===== src/rtl/bus_target_responder.sv =====
// Memory-mapped 32-bit target for the multiplexed-AD 68030-style bus.
// Latches the address on AS, then serves a read or write and ends with DSACK or BERR.
`timescale 1ns/1ps
module bus_target_responder #(
  parameter logic [31:0] BASE_ADDR   = 32'h20200000,
  parameter int          ADDR_BITS   = 4,
  parameter int          WAIT_STATES = 2,
  parameter int          TIMEOUT     = 64
) (
  input  logic        pin_clk_16M,
  input  logic        pin_reset_in,
  input  logic        pin_as,
  input  logic        pin_ds,
  input  logic        pin_rw,
  input  logic [31:0] pin_ad_in,
  output logic [31:0] pin_ad_out,
  output logic        pin_ad_oe,
  output logic        pin_dsack0,
  output logic        pin_dsack1,
  output logic        pin_berr,
  output logic [15:0] hit_count
);

  localparam int DEPTH   = 2 ** ADDR_BITS;
  localparam int TAG_LSB = ADDR_BITS + 2;

  typedef enum logic [2:0] {IDLE, ADDR, WAIT, ACK, ERR} state_t;

  state_t                 state, state_n;
  logic                   as_m, as_s, ds_m, ds_s, rw_m, rw_s;
  logic [31:0]            ad_m, ad_s;
  logic [31:2]            addr_q, addr_n;
  logic                   rw_q, rw_n;
  logic [15:0]            tmo_cnt, tmo_n;
  logic [7:0]             wait_cnt, wait_n;
  logic                   mem_we, oe_n, dsack_q;
  logic [ADDR_BITS-1:0]   idx;
  logic                   hit;
  logic [31:0]            mem [DEPTH];

  assign idx        = addr_q[TAG_LSB-1:2];
  assign hit        = (addr_q[31:TAG_LSB] == BASE_ADDR[31:TAG_LSB]);
  assign pin_dsack0 = dsack_q;
  assign pin_dsack1 = dsack_q;

  always_ff @(posedge pin_clk_16M or negedge pin_reset_in) begin
    if (!pin_reset_in) begin
      // NOTE: strobes reset to their idle level so the FSM never sees a phantom cycle as reset releases.
      as_m <= 1'b1;
      as_s <= 1'b1;
      ds_m <= 1'b1;
      ds_s <= 1'b1;
      rw_m <= 1'b0;
      rw_s <= 1'b0;
      ad_m <= '0;
      ad_s <= '0;
    end else begin
      as_m <= pin_as;
      as_s <= as_m;
      ds_m <= pin_ds;
      ds_s <= ds_m;
      rw_m <= pin_rw;
      rw_s <= rw_m;
      ad_m <= pin_ad_in;
      ad_s <= ad_m;
    end
  end

  always_comb begin
    // NOTE: every signal written here gets a default first so no latch is inferred.
    state_n = state;
    addr_n  = addr_q;
    rw_n    = rw_q;
    tmo_n   = tmo_cnt;
    wait_n  = wait_cnt;
    mem_we  = 1'b0;
    unique case (state)
      IDLE: begin
        if (!as_s) begin
          if (ds_s) begin
            state_n = ADDR;
            addr_n  = ad_s[31:2];
            rw_n    = rw_s;
            tmo_n   = '0;
          end else begin
            state_n = ERR;
          end
        end
      end
      ADDR: begin
        if (as_s) begin
          state_n = IDLE;
        end else if (!ds_s) begin
          if (!hit) begin
            state_n = ERR;
          end else begin
            mem_we = !rw_q;
            if (WAIT_STATES == 0) begin
              state_n = ACK;
            end else begin
              state_n = WAIT;
              wait_n  = 8'(WAIT_STATES);
            end
          end
        end else if (tmo_cnt == 16'(TIMEOUT - 1)) begin
          state_n = ERR;
        end else begin
          tmo_n = tmo_cnt + 16'd1;
        end
      end
      WAIT: begin
        // Leave one count early: DSACK is registered from the next state.
        if (as_s) begin
          state_n = IDLE;
        end else if (wait_cnt <= 8'd1) begin
          state_n = ACK;
        end else begin
          wait_n = wait_cnt - 8'd1;
        end
      end
      ACK, ERR: begin
        if (as_s && ds_s) state_n = IDLE;
      end
      default: state_n = IDLE;
    endcase
    oe_n = ((state_n == WAIT) || (state_n == ACK)) && rw_q;
  end

  always_ff @(posedge pin_clk_16M or negedge pin_reset_in) begin
    if (!pin_reset_in) begin
      state      <= IDLE;
      addr_q     <= '0;
      rw_q       <= 1'b0;
      tmo_cnt    <= '0;
      wait_cnt   <= '0;
      pin_ad_out <= '0;
      pin_ad_oe  <= 1'b0;
      dsack_q    <= 1'b1;
      pin_berr   <= 1'b1;
      hit_count  <= '0;
    end else begin
      state      <= state_n;
      addr_q     <= addr_n;
      rw_q       <= rw_n;
      tmo_cnt    <= tmo_n;
      wait_cnt   <= wait_n;
      pin_ad_out <= oe_n ? mem[idx] : '0;
      pin_ad_oe  <= oe_n;
      dsack_q    <= (state_n != ACK);
      pin_berr   <= (state_n != ERR);
      if ((state_n == ACK) && (state != ACK)) hit_count <= hit_count + 16'd1;
    end
  end

  // NOTE: the register file is flops, so it can and must clear on reset.
  always_ff @(posedge pin_clk_16M or negedge pin_reset_in) begin
    if (!pin_reset_in) begin
      for (int i = 0; i < DEPTH; i++) mem[i] <= '0;
    end else if (mem_we) begin
      mem[idx] <= ad_s;
    end
  end

endmodule


===== config.mk =====
export PLATFORM = sky130hd
export DESIGN_NAME = bus_target_responder
export DESIGN_NICKNAME = d
export VERILOG_FILES = /design/src/rtl/bus_target_responder.sv
export SDC_FILE = /design/constraint.sdc
export NUM_CORES = 1
export LEC_CHECK = 0
export ABC_AREA = 1
export BUFFER_PORTS_ARGS = -buffer_cell sky130_fd_sc_hd__buf_4
export CORE_MARGIN = 3
export CORE_UTILIZATION = 32
export DETAILED_ROUTE_END_ITERATION = 6
export PLACE_DENSITY_LB_ADDON = 0.3
export RECOVER_POWER = 100
export SYNTH_ARGS = -nofsm -noshare
export SYNTH_HDL_FRONTEND = slang
export SYNTH_SLANG_ARGS = --single-unit

===== constraint.sdc =====
create_clock -name pin_clk_16M -period 2.34 [get_ports pin_clk_16M]
set_clock_uncertainty 0.05 [all_clocks]
set_input_delay 0.234 -clock pin_clk_16M [delete_from_list [all_inputs] [get_ports pin_clk_16M]]
set_output_delay 0.234 -clock pin_clk_16M [all_outputs]
set_load 0.02 [all_outputs]

Word-level counts from Yosys, hierarchy flattened
Cells that the tools add are included.

Bits of input ports: 37. Word-level logic and storage cells: 108. Register bits: 691. Output and inout port bits: 52.

Add/subtract/negate cells: 3. Reductions and logical operators: 13. Bitwise logic cells: 2. Order comparisons: 3. Eq/ne operators: 20. Muxes and demuxes: 33.

Operators by type and width (number): 512-bit bitwise mux (1); 32-bit binary-select mux with 4-bit select (1); 32-bit demux with 4-bit select (1); 32-bit two-way mux (4); 16-bit two-way mux (5); 8-bit two-way mux (5); 16-bit by 1-bit adder with 16-bit output (second input constant) (2); 16-bit one-hot mux with 2 select lines (1); 3-bit two-way mux (9); 26-bit by 24-bit equality test with 1-bit output (second input constant) (1); 2-bit != test (second input constant) (9); 16-bit by 6-bit equality test with 1-bit output (second input constant) (1); 8-bit one-hot mux with 2 select lines (1); 3-bit by 2-bit equality test with 1-bit output (second input constant) (4); 3-bit one-hot mux with 4 select lines (1); 6-bit AND reduction (2); 8-bit by 1-bit <= comparator with 1-bit output (second input constant) (1); 8-bit by 1-bit subtractor with 8-bit output (second input constant) (1); 3-bit by 2-bit != test with 1-bit output (second input constant) (2); 5-bit >= comparator (second input constant) (1); 5-bit by 1-bit < comparator with 1-bit output (second input constant) (1); 4-bit inverter with 5-bit output (1); 1-bit logical AND (4); 1-bit two-way mux (4); other kinds (10) (11).

Depth between registers and ports, before layout
Depth in word-level cells: 9. Depth in mapped cells: 12. Gate-level depth less buffers: 10.

Least setup slack after synthesis
Ideal clock, no wire load.

Kind: reg-to-reg. Start point: register hit_count[0]. End point: register hit_count[12]. Cell stages (with the launch flop): 9. Arrival: 1680 ps. Library setup time: 117 ps. Clock period less this slack: 1847 ps. Buffers on the path: 0. Required time: 2173 ps. Setup slack: 493 ps. Path through: dfrtp_1 -> ha_1 -> nand3_1 -> nor3_1 -> nand3_1 -> nor3_1 -> nand2_1 -> nand2_1 -> nand2_1.

Cells in the longest elaborated chain, start to end: 1.

RTL lines: from (decl) (RTL line 21) `output logic [15:0] hit_count`; from (signal assigned) (RTL line 151) `if ((state_n == ACK) && (state != ACK)) hit_count <= hit_count + 16'd1;`; 16-bit by 1-bit adder with 16-bit output (RTL line 151).

No other way between the ends. A chain may end at the register's enable or synchronous reset.

Worst setup path in the final report
Start point: register addr_q[2] (netlist name). End point: register mem[500] (netlist name).

Cells in the longest elaborated chain, start to end: 6. Elaborated cells on any way between the ends: 7. Those cells by class: order compare: 2; mux: 3; bitwise: 1; reduce/logical: 1.

RTL lines: from (decl) (RTL line 32) `logic [31:2] addr_q, addr_n;`; from (signal assigned) (RTL line 143) `addr_q <= addr_n;`; 4-bit inverter with 5-bit output (not written as such) (*) (RTL line 160) `mem[idx] <= ad_s;`; 5-bit >= comparator (not written as such) or 5-bit by 1-bit < comparator with 1-bit output (tied branches) (RTL line 160); 1-bit logical AND (not written as such) (RTL line 160); 32-bit two-way mux (not written as such) (RTL line 160); 32-bit demux with 4-bit select (*) (RTL line 160); 512-bit bitwise mux (*) (RTL line 160); to (signal, indexed assignment) (RTL line 160); to (decl) (RTL line 39) `logic [31:0] mem [DEPTH];`.

Every way passes the cells marked *; elsewhere a longest branch is shown, timed or not.

==> impl_metrics.json <==
{
  "status": "finished clean",
  "path_max_fanout": 52,
  "critPathLaunchType": "flip-flop",
  "initial_utilization": 0.324,
  "dpl_worst_slack_ns": 0.114,
  "ys_seq_area_frac": 0.506,
  "drc_errors": 0,
  "crit_arrival_ns": 2.74,
  "cp_slowest_cell": "dfrtp_1",
  "fin_crit_ns": 2.26,
  "grt.overflow.total": 0,
  "crit_chain": "nor2_4, buf_12, nand4_1, buf_4, buf_4, buf_8, o21bai_1, nand2_1",
  "drtIter0Drc": 2420,
  "coreArea_um2": 106000,
  "setup_ws_ns": 0.0756,
  "min_path_type": "in -> reg",
  "holdWs_ns": 0.197,
  "rows": 119,
  "critPathTopFamily": "buffers and inverters",
  "cts_inserted_buffers": 76,
  "grt_pass1_vias": 28100,
  "synth_area_um2": 34200,
  "wl_per_cell_um": 19.5,
  "grt_use_total": 0.186,
  "finish.instance_area_um2": 39700,
  "antenna_left": 0,
  "finalPower_mw": 33.1,
  "synth_warnings": 0,
  "async_flop_share": 1.00,
  "min_period_over_period": 0.968,
  "syn_inst": 4037,
  "dieArea_um2": 111000,
  "drt_wl_total_mm": 107,
  "finalHoldViolations": 0,
  "gp_congestion": 0.774,
  "critPathRequiredTime_ns": 2.81,
  "placed_cell_area_um2": 37000,
  "cpMostUsedCell": "buf_4",
  "slew_viol_final": 0,
  "dr_total_vias": 28200,
  "ys_types": 32,
  "cts_tree": "built",
  "end_kind": "flip-flop",
  "cts-root-buf": "clkbuf_16",
  "syn-num-nets": 4078,
  "antenna_found_initial": 1,
  "crit_path_max_incr_delay_ns": 0.47,
  "max_freq_mhz": 442,
  "cts.sinks": 691,
  "synth_edf_count": 0,
  "clk_latency_ns": 0.65,
  "ios": 89,
  "clk_pin_slew_ns": 0.06,
  "die_h_um": 333,
  "viasPerCell": 5.13,
  "syn_avg_cell_area_um2": 8.46,
  "cp_num_buf_inv": 4,
  "critPathKind": "reg -> reg",
  "drive_above_1_share": 0.0855,
  "p_leak_nw": 18.8,
  "die_w_um": 333,
  "grt_max_degree": 129,
  "relSlewSlack": 0.0796,
  "cts_max_level": 3,
  "setup_viol": 0,
  "ir_drop_uv": 631,
  "grt_pass1_wl_mm": 166,
  "synthToLayoutAreaGrowth_pct": 16.3,
  "cts_max_path_buffers": 3,
  "dr.pass1.iters": 5,
  "hpwlAfterDp_mm": 57.3,
  "synthFlopType": "dfrtp_1",
  "num-fill-cells": 10600,
  "tightest_slew_ns": 1.38,
  "nNetsFinal": 4075,
  "cap_violations": 0,
  "ys_seq_elements": 691,
  "power.density_nw_per_um2": 834,
  "port_buffers": 88
}
-- state kept, by name, indices dropped and copies added, names as in the netlist, 3 cells and up --
name and count:
ad_m 32, ad_s 32, addr_q 30, hit_count 16, mem 512, pin_ad_out 32
state 3, tmo_cnt 16, wait_cnt 8
-- placed cells by master (no fill, tap or decap), types with 5 or more instances in the layout --
cell type      count
nand4_1           49
o21ai_0           70
xor2_1            19
o21bai_1         513
clkinv_2          11
nand2_1          782
o22ai_1           84
clkbuf_1          86
bufinv_16          9
dlygate4sd3_1     36
clkbuf_8          15
clkbuf_16         81
inv_6              5
buf_4             58
nor2_1            86
clkbuf_4          42
clkbuf_2          10
a22oi_1          172
dfrtp_1          685
dfstp_2            5
buf_12            56
a21oi_1           17
nand3_1          543
nor3_1            19
inv_1            566
mux2_2            16
nor2_4            12
xnor2_1            5
-- stage by stage --
step	instances	setup TNS (ns)	util
6_report	5484	0	0.376
3_3_place_gp	5296	0	0.351
5_1_grt	5483	-0.121	0.376
2_1_floorplan	4037	0	-
3_5_place_dp	5296	0	0.351
4_1_cts	5468	0	0.379
-- synthesized netlist by cell type (3+ instances only) --
master / n / area, um^2
buf_2: 49 / 245
dfrtp_1: 685 / 17100
nand3_1: 544 / 2720
or2_2: 3 / 18.8
nand4_1: 49 / 307
buf_4: 52 / 390
a22oi_1: 172 / 1290
nand2_1: 784 / 2940
nor2_2: 5 / 31.3
mux2_2: 16 / 180
ha_1: 4 / 50.1
inv_1: 569 / 2140
o21bai_1: 513 / 3850
buf_1: 33 / 124
a21oi_1: 17 / 85.1
clkbuf_1: 230 / 863
dfstp_2: 6 / 158
nor2_1: 93 / 349
o21ai_0: 69 / 345
xor2_1: 19 / 166
o22ai_1: 84 / 526
inv_2: 6 / 22.5
xnor2_1: 5 / 43.8
nor3_1: 19 / 95.1
-- repair_timing --
item                                   CTS  global route
endpoints found under the hold margin  473             0
buffers inserted                         0             9
hold buffers                            36             0
setup endpoints to repair                0           263
resized for setup                        0             9
-- cell families after synthesis --
family,Yosys count,synth area share
AO/OA/AOI/OAI,856,0.179
XOR/XNOR,24,0.00615
adder cells (fa/ha/maj),4,0.00146
buffers and inverters,941,0.111
flip-flops,691,0.506
multiplexers,16,0.00527
AND/OR/NAND/NOR,1505,0.191
-- final timing paths --
path	from	end	slack, ns	depth (start not counted)
worst max-delay path	addr_q[2]$_DFFE_PN0P_	mem[500]$_DFFE_PN0P_	0.08	8
worst min-delay path	pin_ds	ds_m$_DFF_PN1_	0.20	2
worst max register to register	addr_q[2]$_DFFE_PN0P_	mem[500]$_DFFE_PN0P_	0.08	8
worst min register to register	ad_m[1]$_DFF_PN0_	ad_s[1]$_DFF_PN0_	0.29	0
max in group asynchronous	pin_reset_in	mem[355]$_DFFE_PN0P_	0.25	3
min in group asynchronous	pin_reset_in	ad_s[23]$_DFF_PN0_	0.38	2
-- layer usage --
metal | wire, um | vias to the layer above | track usage
met3 | 5650 | 135 | 0.0259
met2 | 49600 | 768 | 0.306
met5 | 0 | - | 0
li1 | - | 13100 | -
met4 | 2100 | 0 | 0.0400
met1 | 49400 | 14100 | 0.261
-- area by class of cell --
cell class,instances,area (um^2),area share
sequential,691,17300,0.435
multi-input combinational,2405,13200,0.331
timing repair buffer,283,2730,0.0686
clock inverter,26,387,0.00973
antenna,1,2.50,0.0000630
inverter,577,2180,0.0549
tap,1391,1740,0.0438
clock buffer,110,2220,0.0559
-- power breakdown --
part | total (mW) | switching (mW) | internal (mW)
Combinational | 7.87 | 5.58 | 2.29
Clock | 12.8 | 5.18 | 7.60
Sequential | 12.5 | 0.308 | 12.2
No activity file was read; power rests on OpenSTA's default activity.
